<file path="src/rtl/rgb2ycbcr_csc_if.sv">
// Video bus for the RGB-to-YCbCr converter: RGB source side in, YCbCr/sync side out.
// master = pixel source/consumer (bench or upstream glue), slave = converter.
interface rgb2ycbcr_csc_if #(
  parameter int DATA_W = 8
);
  logic [1:0]        mode_sel;
  logic              pre_frame_vsync;
  logic              pre_frame_hsync;
  logic              pre_frame_de;
  logic [DATA_W-1:0] rgb_r;
  logic [DATA_W-1:0] rgb_g;
  logic [DATA_W-1:0] rgb_b;
  logic              post_frame_vsync;
  logic              post_frame_hsync;
  logic              post_frame_de;
  logic [DATA_W-1:0] img_y;
  logic [DATA_W-1:0] img_cb;
  logic [DATA_W-1:0] img_cr;
  logic [1:0]        mode_cur;

  modport master (
    output mode_sel, pre_frame_vsync, pre_frame_hsync, pre_frame_de, rgb_r, rgb_g, rgb_b,
    input  post_frame_vsync, post_frame_hsync, post_frame_de, img_y, img_cb, img_cr, mode_cur
  );

  modport slave (
    input  mode_sel, pre_frame_vsync, pre_frame_hsync, pre_frame_de, rgb_r, rgb_g, rgb_b,
    output post_frame_vsync, post_frame_hsync, post_frame_de, img_y, img_cb, img_cr, mode_cur
  );
endinterface

</file>
<file path="src/rtl/rgb2ycbcr_csc.sv">
// RGB->YCbCr converter (BT.601/BT.709/grey/bypass), optional round-half-up via CSC_ROUND_EN.
// Latency 3 cycles for data and sync; 1 pixel/clock.
// No backpressure: the pipeline never stalls, consumers must keep up.
module rgb2ycbcr_csc #(
  parameter int DATA_W = 8
) (
  input  logic            clk,
  input  logic            rst_n,
  rgb2ycbcr_csc_if.slave  vid
);
  localparam int PW = DATA_W + 8;
  localparam int SW = DATA_W + 10;
  localparam logic signed [SW-1:0] OFFSET = {3'b001, {(DATA_W+7){1'b0}}};
  localparam logic signed [SW-1:0] MAXV   = {10'd0, {DATA_W{1'b1}}};
  localparam logic [DATA_W-1:0]    HALF   = {1'b1, {(DATA_W-1){1'b0}}};
`ifdef CSC_ROUND_EN
  localparam logic signed [SW-1:0] RND = SW'(128);
`else
  localparam logic signed [SW-1:0] RND = SW'(0);
`endif

  function automatic logic signed [SW-1:0] ext(input logic [PW-1:0] p);
    return $signed({2'b00, p});
  endfunction

  function automatic logic [DATA_W-1:0] clamp(input logic signed [SW-1:0] v);
    logic signed [SW-1:0] s;
    s = v >>> 8;
    if (s[SW-1])
      return '0;
    else if (s > MAXV)
      return '1;
    else
      return s[DATA_W-1:0];
  endfunction

  // Mode register, loaded only on a vsync rising edge
  logic       r_vs_prev;
  logic [1:0] r_mode_cur;

  always_ff @(posedge clk) begin
    if (!rst_n) begin
      r_vs_prev  <= 1'b0;
      r_mode_cur <= 2'd0;
    end else begin
      r_vs_prev <= vid.pre_frame_vsync;
      if (vid.pre_frame_vsync && !r_vs_prev)
        r_mode_cur <= vid.mode_sel;
    end
  end

  // Stage 1: coefficient select and multiply
  logic [7:0]    w_k_yr, w_k_yg, w_k_yb, w_k_cbr, w_k_cbg, w_k_crg, w_k_crb;
  logic [PW-1:0] w_p_yr, w_p_yg, w_p_yb, w_p_cbr, w_p_cbg, w_p_cbb, w_p_crr, w_p_crg, w_p_crb;

  always_comb begin
    w_k_yr  = 8'd77;
    w_k_yg  = 8'd150;
    w_k_yb  = 8'd29;
    w_k_cbr = 8'd43;
    w_k_cbg = 8'd85;
    w_k_crg = 8'd107;
    w_k_crb = 8'd21;
    if (r_mode_cur == 2'd1) begin
      w_k_yr  = 8'd54;
      w_k_yg  = 8'd183;
      w_k_yb  = 8'd18;
      w_k_cbr = 8'd29;
      w_k_cbg = 8'd99;
      w_k_crg = 8'd116;
      w_k_crb = 8'd12;
    end
  end

  assign w_p_yr  = PW'(vid.rgb_r) * PW'(w_k_yr);
  assign w_p_yg  = PW'(vid.rgb_g) * PW'(w_k_yg);
  assign w_p_yb  = PW'(vid.rgb_b) * PW'(w_k_yb);
  assign w_p_cbr = PW'(vid.rgb_r) * PW'(w_k_cbr);
  assign w_p_cbg = PW'(vid.rgb_g) * PW'(w_k_cbg);
  assign w_p_cbb = PW'(vid.rgb_b) << 7;
  assign w_p_crr = PW'(vid.rgb_r) << 7;
  assign w_p_crg = PW'(vid.rgb_g) * PW'(w_k_crg);
  assign w_p_crb = PW'(vid.rgb_b) * PW'(w_k_crb);

  logic [PW-1:0]     r1_yr, r1_yg, r1_yb, r1_cbr, r1_cbg, r1_cbb, r1_crr, r1_crg, r1_crb;
  logic [DATA_W-1:0] r1_r, r1_g, r1_b;
  logic [1:0]        r1_mode;
  logic              r1_vs, r1_hs, r1_de;

  // Stage 2: signed accumulate with offset and rounding term
  logic signed [SW-1:0] w2_y, w2_cb, w2_cr;
  assign w2_y  = ext(r1_yr) + ext(r1_yg) + ext(r1_yb) + RND;
  assign w2_cb = OFFSET + ext(r1_cbb) - ext(r1_cbr) - ext(r1_cbg) + RND;
  assign w2_cr = OFFSET + ext(r1_crr) - ext(r1_crg) - ext(r1_crb) + RND;

  logic signed [SW-1:0] r2_y, r2_cb, r2_cr;
  logic [DATA_W-1:0]    r2_r, r2_g, r2_b;
  logic [1:0]           r2_mode;
  logic                 r2_vs, r2_hs, r2_de;

  // Stage 3: scale, clamp, mode mux, blanking gate
  logic [DATA_W-1:0] w3_y, w3_cb, w3_cr;

  always_comb begin
    w3_y  = clamp(r2_y);
    w3_cb = clamp(r2_cb);
    w3_cr = clamp(r2_cr);
    if (r2_mode == 2'd2) begin
      w3_cb = HALF;
      w3_cr = HALF;
    end else if (r2_mode == 2'd3) begin
      w3_y  = r2_g;
      w3_cb = r2_b;
      w3_cr = r2_r;
    end
    if (!r2_de) begin
      w3_y  = '0;
      w3_cb = '0;
      w3_cr = '0;
    end
  end

  logic [DATA_W-1:0] r3_y, r3_cb, r3_cr;
  logic              r3_vs, r3_hs, r3_de;

  always_ff @(posedge clk) begin
    if (!rst_n) begin
      r1_yr  <= '0; r1_yg  <= '0; r1_yb  <= '0;
      r1_cbr <= '0; r1_cbg <= '0; r1_cbb <= '0;
      r1_crr <= '0; r1_crg <= '0; r1_crb <= '0;
      r1_r   <= '0; r1_g   <= '0; r1_b   <= '0;
      r1_mode <= 2'd0;
      r1_vs  <= 1'b0; r1_hs <= 1'b0; r1_de <= 1'b0;
      r2_y   <= '0; r2_cb <= '0; r2_cr <= '0;
      r2_r   <= '0; r2_g  <= '0; r2_b  <= '0;
      r2_mode <= 2'd0;
      r2_vs  <= 1'b0; r2_hs <= 1'b0; r2_de <= 1'b0;
      r3_y   <= '0; r3_cb <= '0; r3_cr <= '0;
      r3_vs  <= 1'b0; r3_hs <= 1'b0; r3_de <= 1'b0;
    end else begin
      r1_yr  <= w_p_yr;  r1_yg  <= w_p_yg;  r1_yb  <= w_p_yb;
      r1_cbr <= w_p_cbr; r1_cbg <= w_p_cbg; r1_cbb <= w_p_cbb;
      r1_crr <= w_p_crr; r1_crg <= w_p_crg; r1_crb <= w_p_crb;
      r1_r   <= vid.rgb_r; r1_g <= vid.rgb_g; r1_b <= vid.rgb_b;
      r1_mode <= r_mode_cur;
      r1_vs  <= vid.pre_frame_vsync;
      r1_hs  <= vid.pre_frame_hsync;
      r1_de  <= vid.pre_frame_de;
      r2_y   <= w2_y; r2_cb <= w2_cb; r2_cr <= w2_cr;
      r2_r   <= r1_r; r2_g  <= r1_g;  r2_b  <= r1_b;
      r2_mode <= r1_mode;
      r2_vs  <= r1_vs; r2_hs <= r1_hs; r2_de <= r1_de;
      r3_y   <= w3_y; r3_cb <= w3_cb; r3_cr <= w3_cr;
      r3_vs  <= r2_vs; r3_hs <= r2_hs; r3_de <= r2_de;
    end
  end

  assign vid.img_y            = r3_y;
  assign vid.img_cb           = r3_cb;
  assign vid.img_cr           = r3_cr;
  assign vid.post_frame_vsync = r3_vs;
  assign vid.post_frame_hsync = r3_hs;
  assign vid.post_frame_de    = r3_de;
  assign vid.mode_cur         = r_mode_cur;
endmodule

</file>
<file path="src/flat_wrapper.sv">
// flat-port wrapper written by rule: the top's interface ports become plain ports
module rgb2ycbcr_csc_flat 
#(
  parameter int DATA_W = 8
)
  (clk, rst_n, vid_mode_sel, vid_pre_frame_vsync, vid_pre_frame_hsync, vid_pre_frame_de, vid_rgb_r, vid_rgb_g, vid_rgb_b, vid_post_frame_vsync, vid_post_frame_hsync, vid_post_frame_de, vid_img_y, vid_img_cb, vid_img_cr, vid_mode_cur);
  rgb2ycbcr_csc_if #(.DATA_W(DATA_W)) vid_i ();
  input  logic clk;
  input  logic rst_n;
  input wire logic [$bits(vid_i.mode_sel)-1:0] vid_mode_sel;
  input wire logic [$bits(vid_i.pre_frame_vsync)-1:0] vid_pre_frame_vsync;
  input wire logic [$bits(vid_i.pre_frame_hsync)-1:0] vid_pre_frame_hsync;
  input wire logic [$bits(vid_i.pre_frame_de)-1:0] vid_pre_frame_de;
  input wire logic [$bits(vid_i.rgb_r)-1:0] vid_rgb_r;
  input wire logic [$bits(vid_i.rgb_g)-1:0] vid_rgb_g;
  input wire logic [$bits(vid_i.rgb_b)-1:0] vid_rgb_b;
  output wire logic [$bits(vid_i.post_frame_vsync)-1:0] vid_post_frame_vsync;
  output wire logic [$bits(vid_i.post_frame_hsync)-1:0] vid_post_frame_hsync;
  output wire logic [$bits(vid_i.post_frame_de)-1:0] vid_post_frame_de;
  output wire logic [$bits(vid_i.img_y)-1:0] vid_img_y;
  output wire logic [$bits(vid_i.img_cb)-1:0] vid_img_cb;
  output wire logic [$bits(vid_i.img_cr)-1:0] vid_img_cr;
  output wire logic [$bits(vid_i.mode_cur)-1:0] vid_mode_cur;
  assign vid_i.mode_sel = vid_mode_sel;
  assign vid_i.pre_frame_vsync = vid_pre_frame_vsync;
  assign vid_i.pre_frame_hsync = vid_pre_frame_hsync;
  assign vid_i.pre_frame_de = vid_pre_frame_de;
  assign vid_i.rgb_r = vid_rgb_r;
  assign vid_i.rgb_g = vid_rgb_g;
  assign vid_i.rgb_b = vid_rgb_b;
  assign vid_post_frame_vsync = vid_i.post_frame_vsync;
  assign vid_post_frame_hsync = vid_i.post_frame_hsync;
  assign vid_post_frame_de = vid_i.post_frame_de;
  assign vid_img_y = vid_i.img_y;
  assign vid_img_cb = vid_i.img_cb;
  assign vid_img_cr = vid_i.img_cr;
  assign vid_mode_cur = vid_i.mode_cur;
  rgb2ycbcr_csc #(.DATA_W(DATA_W)) u_core (.clk(clk), .rst_n(rst_n), .vid(vid_i));
endmodule
</file>
<file path="config.mk">
export PLATFORM = sky130hd
export DESIGN_NAME = rgb2ycbcr_csc_flat
export DESIGN_NICKNAME = d
export VERILOG_FILES = /design/src/rtl/rgb2ycbcr_csc_if.sv /design/src/rtl/rgb2ycbcr_csc.sv /design/src/flat_wrapper.sv
export SDC_FILE = /design/constraint.sdc
export NUM_CORES = 1
export LEC_CHECK = 0
export CORE_UTILIZATION = 50
export CTS_CLUSTER_SIZE = 12
export DETAILED_ROUTE_END_ITERATION = 10
export PLACE_DENSITY_LB_ADDON = 0.3
export SYNTH_ARGS = -nofsm -noshare
export SYNTH_HDL_FRONTEND = slang
export SYNTH_SLANG_ARGS = --single-unit
</file>
<file path="constraint.sdc">
create_clock -name clk -period 5.63 [get_ports clk]
set_input_delay 0.563 -clock clk [delete_from_list [all_inputs] [get_ports clk]]
set_output_delay 0.563 -clock clk [all_outputs]
set_load 0.02 [all_outputs]
</file>
==> metrics.csv <==
stage;metric;value;unit
timing;Worst-Margin Slew;0.8458;ns
finish;Area growth syn-to-layout;11.44;%
detailed_routing;met2 WL;17.92;mm
detailed_routing;DR WL met3;1.002;mm
critical_path;critical path peak fanout;33;
power;maximum vdd drop;0.0002532;V
critical_path;max incr delay on CP;0.62;ns
critical_path;Crit path max-delay family;adder cells;
placed_design;cell area after placement;0.01817;sq mm
finish;Layout Nets;2385;
placed_design;gpl congestion;0.8622;
timing;setup ws final;0.7152;ns
hold_path;HP Start;u_core.r1_g[5]$_SDFF_PN0_;
floorplan;IO Count;60;
detailed_routing;drt drc;0;
power;Final Total Pwr;8463;uW
clock_network;CTS tree;done;
logic_synthesis;YS warnings;0;
power;NetSw;3493;uW
critical_path;Crit Path Category;flop to flop;
power;Switching Fraction;41.27;%
placed_design;# placed instances;2349;
floorplan;Die Wd;186.5;microns
timing;skew final;0.01664;ns
hold_path;Min-Delay Endpoint;u_core.r2_g[5]$_SDFF_PN0_;
grt;total gr overflow;0;
clock_network;CTS Buffer Depth;3;
logic_synthesis;Mapped Cells;1865;
power;Comb pwr share;57.8;%
critical_path;CP bufs+invs;5;
finish;layout cells sized above 1;4.435;%
logic_synthesis;post-synthesis cell type count;64;
clock_network;CTS buffer count;24;
timing;Max Clk Rate;203.5;MHz
critical_path;FF-to-FF Start;u_core.vid.mode_cur[0]$_SDFFE_PN0P_;
detailed_routing;vias post-DR;12294;
timing;Final Max Tran Viols;0;
clock_network;H-tree levels;1;
finish;area of the multi-input gates;0.01147;sq mm
critical_path;worst path required time;6.00;ns
clock_network;Worst-Skew Late Latency;0.53;ns
power;pwr/cell area;446.2;mW/mm^2
critical_path;CP max-delay cell;a2111oi_0;
critical_path;most used cell, CP;inv_1;
detailed_routing;violation count after the first detailed-routing iteration;604;
finish;Layout fillers;3004;
power;Pleak;0.009626;uW
outcome;status;finished clean;
finish;final cell count without fillers;2387;
timing;TNS Setup;0;ns
floorplan;Initial Util;50.75;%
critical_path;CP cell instances;nor2b_2 -> buf_12 -> nand2_1 -> xnor2_1 -> ha_1 -> inv_1 -> fa_1 -> inv_1 -> fa_1 -> inv_1 -> fa_1 -> inv_1 -> ha_1 -> a2111oi_0 -> nor3_1 -> nor3_1 -> or3_1 -> a21oi_1;
floorplan;CORE AREA;0.03353;sq mm
logic_synthesis;Synth Area per Inst;9.125;sq um
critical_path;reg2reg end;u_core.r1_cbg[14]$_SDFF_PN0_;
clock_network;cts hold-fix bufs;0;
power;Reg power frac;23.6;%
logic_synthesis;Seq cells post-synth;215;
critical_path;crit path DAT;5.29;ns
logic_synthesis;post-synthesis sequential area ratio;25.29;%
hold_path;cell depth of the worst hold path;1;
critical_path;Worst R2R Setup Slack;0.72;ns
critical_path;crit path capture type;flop;
clock_network;postcts setup bufs;0;
logic_synthesis;post-synthesis instance area;0.01702;sq mm
critical_path;CP Launch Type;flop;
clock_network;clock root cell;clkbuf_16;
grt;initial antenna violation count;0;
power;Clk pwr share;18.6;%
detailed_routing;WL final;37.99;mm
timing;minimum clock period;4.915;ns
logic_synthesis;Post-synth ARST share;0;%
job;MaxCap Viol Count;0;
logic_synthesis;top_reg_cell synth;dfxtp_1;
timing;Fin. Hold Viols;0;
logic_synthesis;EDFF count, synth;0;
detailed_routing;DRT Pass-1 Iters;6;
critical_path;Reg2Reg Depth;18;
timing;unrepaired setup endpoints after global routing;no;
floorplan;full die area;0.03478;sq mm
grt;vias in the first global route;12709;
critical_path;Critical Path Stages;18;
floorplan;Site Rows;67;
placed_design;DP Worst Slack;0.2753;ns
detailed_routing;antenna-violating nets left;0;
detailed_routing;DR vias/cell;5.150;
timing;Setup Viol. Count Final;0;
timing;relative slew slack;43.61;%
placed_design;HPWL after detailed placement;31.22;mm
hold_path;Hold/Removal Path Class;flop to flop;
grt;largest net degree at the start of global routing;74;
detailed_routing;Met1 Wirelength;17.85;mm
power;Int Pwr;4970;uW
clock_network;register clock-pin slew on the reported worst setup and hold paths;0.06;ns
timing;final critical-path share of the clock period;87.30;%
finish;Final Cell Area;0.01897;sq mm
placed_design;I/O Buffers;59;
floorplan;die height;186.5;microns
grt;global-route usage over all layers;22.47;%
grt;first-pass GRT wire length;63.47;mm
clock_network;Resized Gates After CTS;0;
finish;ANT cells;0;
finish;register area;0.004304;sq mm
clock_network;CTS Sinks;215;
detailed_routing;routed len/inst;15.91;microns
detailed_routing;highest metal used;met4;
## routing by layer
metal  vias to the layer above  global-route usage [%]
met4                         0                   7.346
met2                       197                   38.62
met5                         -                       0
li1                       6193                       -
met3                        60                   1.862
met1                      5844                   29.84
## state kept, by name, summed over array words and instances (netlist names), 8 cells and up
register / cells
u_core.r1_cbr: 13
u_core.r1_yb: 12
u_core.vid.img_cr: 8
u_core.r2_r: 8
u_core.r1_yr: 15
u_core.r1_cbg: 14
u_core.r1_yg: 16
u_core.r1_crg: 15
u_core.r1_cbb: 8
u_core.r1_g: 8
u_core.r2_g: 8
u_core.r2_y: 10
u_core.vid.img_y: 8
u_core.r2_cr: 10
u_core.r1_crb: 13
u_core.r2_b: 8
u_core.r2_cb: 10
u_core.vid.img_cb: 8
u_core.r1_crr: 8
## cell families (layout without fill, tap and decap cells)
logic type,Yosys count,after routing,synth area share (%)
other,2,18,0.04413
adder cells (fa/ha/maj),427,427,37.22
flip-flops,215,215,25.29
AO/OA/AOI/OAI,264,264,10.41
XOR/XNOR,85,85,4.374
multiplexers,9,9,0.5294
AND/OR/NAND/NOR,520,520,14.48
buffers and inverters,343,401,7.653
## metrics by stage
step | hold WS, ns | utilization (%)
6_report | 0.4328 | 56.56
5_1_grt | 0.4449 | 56.56
4_1_cts | 0.4348 | 56.56
3_5_place_dp | 0.4215 | 54.20
3_3_place_gp | 0.4137 | 54.20
2_1_floorplan | 0.4119 | -
## cells in the mapped netlist (all sizes together) (2+ instances only)
cell | number | area share [%]
o41ai | 4 | 0.34
a21boi | 2 | 0.13
nor2b | 13 | 0.48
xor2 | 41 | 2.1
nor3 | 72 | 2.1
o31a | 3 | 0.15
o21bai | 10 | 0.44
a41oi | 4 | 0.21
or3 | 11 | 0.40
o41a | 2 | 0.13
nor3b | 2 | 0.088
nand2 | 89 | 2.0
fa | 132 | 16
dfxtp | 215 | 25
or2 | 7 | 0.26
o21a | 26 | 1.1
conb | 2 | 0.044
o21ba | 2 | 0.12
or4b | 2 | 0.12
o21ai | 45 | 1.3
xnor2 | 44 | 2.3
ha | 295 | 22
a2111oi | 4 | 0.21
inv | 279 | 6.2
nand3 | 12 | 0.35
nor2 | 190 | 4.2
nand2b | 19 | 0.70
and2 | 85 | 3.1
a21oi | 81 | 2.4
a2111o | 3 | 0.20
clkbuf | 59 | 1.3
o311a | 3 | 0.18
a211o | 2 | 0.11
a211oi | 4 | 0.21
nor4 | 2 | 0.074
buf | 4 | 0.13
nand4 | 3 | 0.11
a21o | 47 | 2.1
a221oi | 3 | 0.15
mux2i | 9 | 0.53
a22oi | 3 | 0.13
and3 | 11 | 0.41
a31oi | 6 | 0.22
## area by class of cell
cell class | count | area share [%]
Multi-Input combinational cell | 1323 | 60.50
Inverter | 279 | 5.528
Timing Repair Buffer | 84 | 4.143
Sequential cell | 215 | 22.69
Tap cell | 448 | 2.956
Clock inverter | 7 | 0.6597
Clock buffer | 31 | 3.516
## power groups by stage
stage,clock network (uW),logic [uW],registers [uW]
3_3_place_gp,0,4700,2030
5_1_grt,1680,5570,2020
6_report,1580,4890,2000
3_5_place_dp,0,4830,2030
4_1_cts,1610,4890,2000
2_1_floorplan,0,3820,1960
## cell usage in the layout (no fill, tap or decap), drive strengths merged, types with 12 or more instances in the layout
cell type / synthesis / routed
a21oi: 81 / 81
clkbuf: 59 / 31
xor2: 41 / 41
conb: 2 / 18
clkdlybuf4s50: 0 / 58
a21o: 47 / 47
o21ai: 45 / 45
nand2b: 19 / 19
fa: 132 / 132
nor3: 72 / 72
nor2b: 13 / 13
nor2: 190 / 190
nand2: 89 / 89
nand3: 12 / 12
buf: 4 / 26
and2: 85 / 85
xnor2: 44 / 44
dfxtp: 215 / 215
inv: 279 / 279
ha: 295 / 295
o21a: 26 / 26
## worst max-delay path by stage
| stage | endpoint | slack, ns | from |
|---|---|---|---|
| 6_report | u_core.r1_cbg[14]$_SDFF_PN0_ | 0.72 | u_core.vid.mode_cur[0]$_SDFFE_PN0P_ |
| 2_1_floorplan | u_core.r1_yr[12]$_SDFF_PN0_ | 0.67 | u_core.vid.mode_cur[1]$_SDFFE_PN0P_ |
| 4_1_cts | u_core.r1_crg[14]$_SDFF_PN0_ | 0.72 | u_core.vid.mode_cur[0]$_SDFFE_PN0P_ |
| 3_5_place_dp | u_core.r1_crg[14]$_SDFF_PN0_ | 0.28 | vid_rgb_g[2] |
| 3_3_place_gp | u_core.r1_cbg[12]$_SDFF_PN0_ | 0.33 | vid_rgb_g[0] |
| 5_1_grt | u_core.r1_yr[12]$_SDFF_PN0_ | 0.29 | u_core.vid.mode_cur[1]$_SDFFE_PN0P_ |
Note: power is estimated with default switching activity, not from simulation.
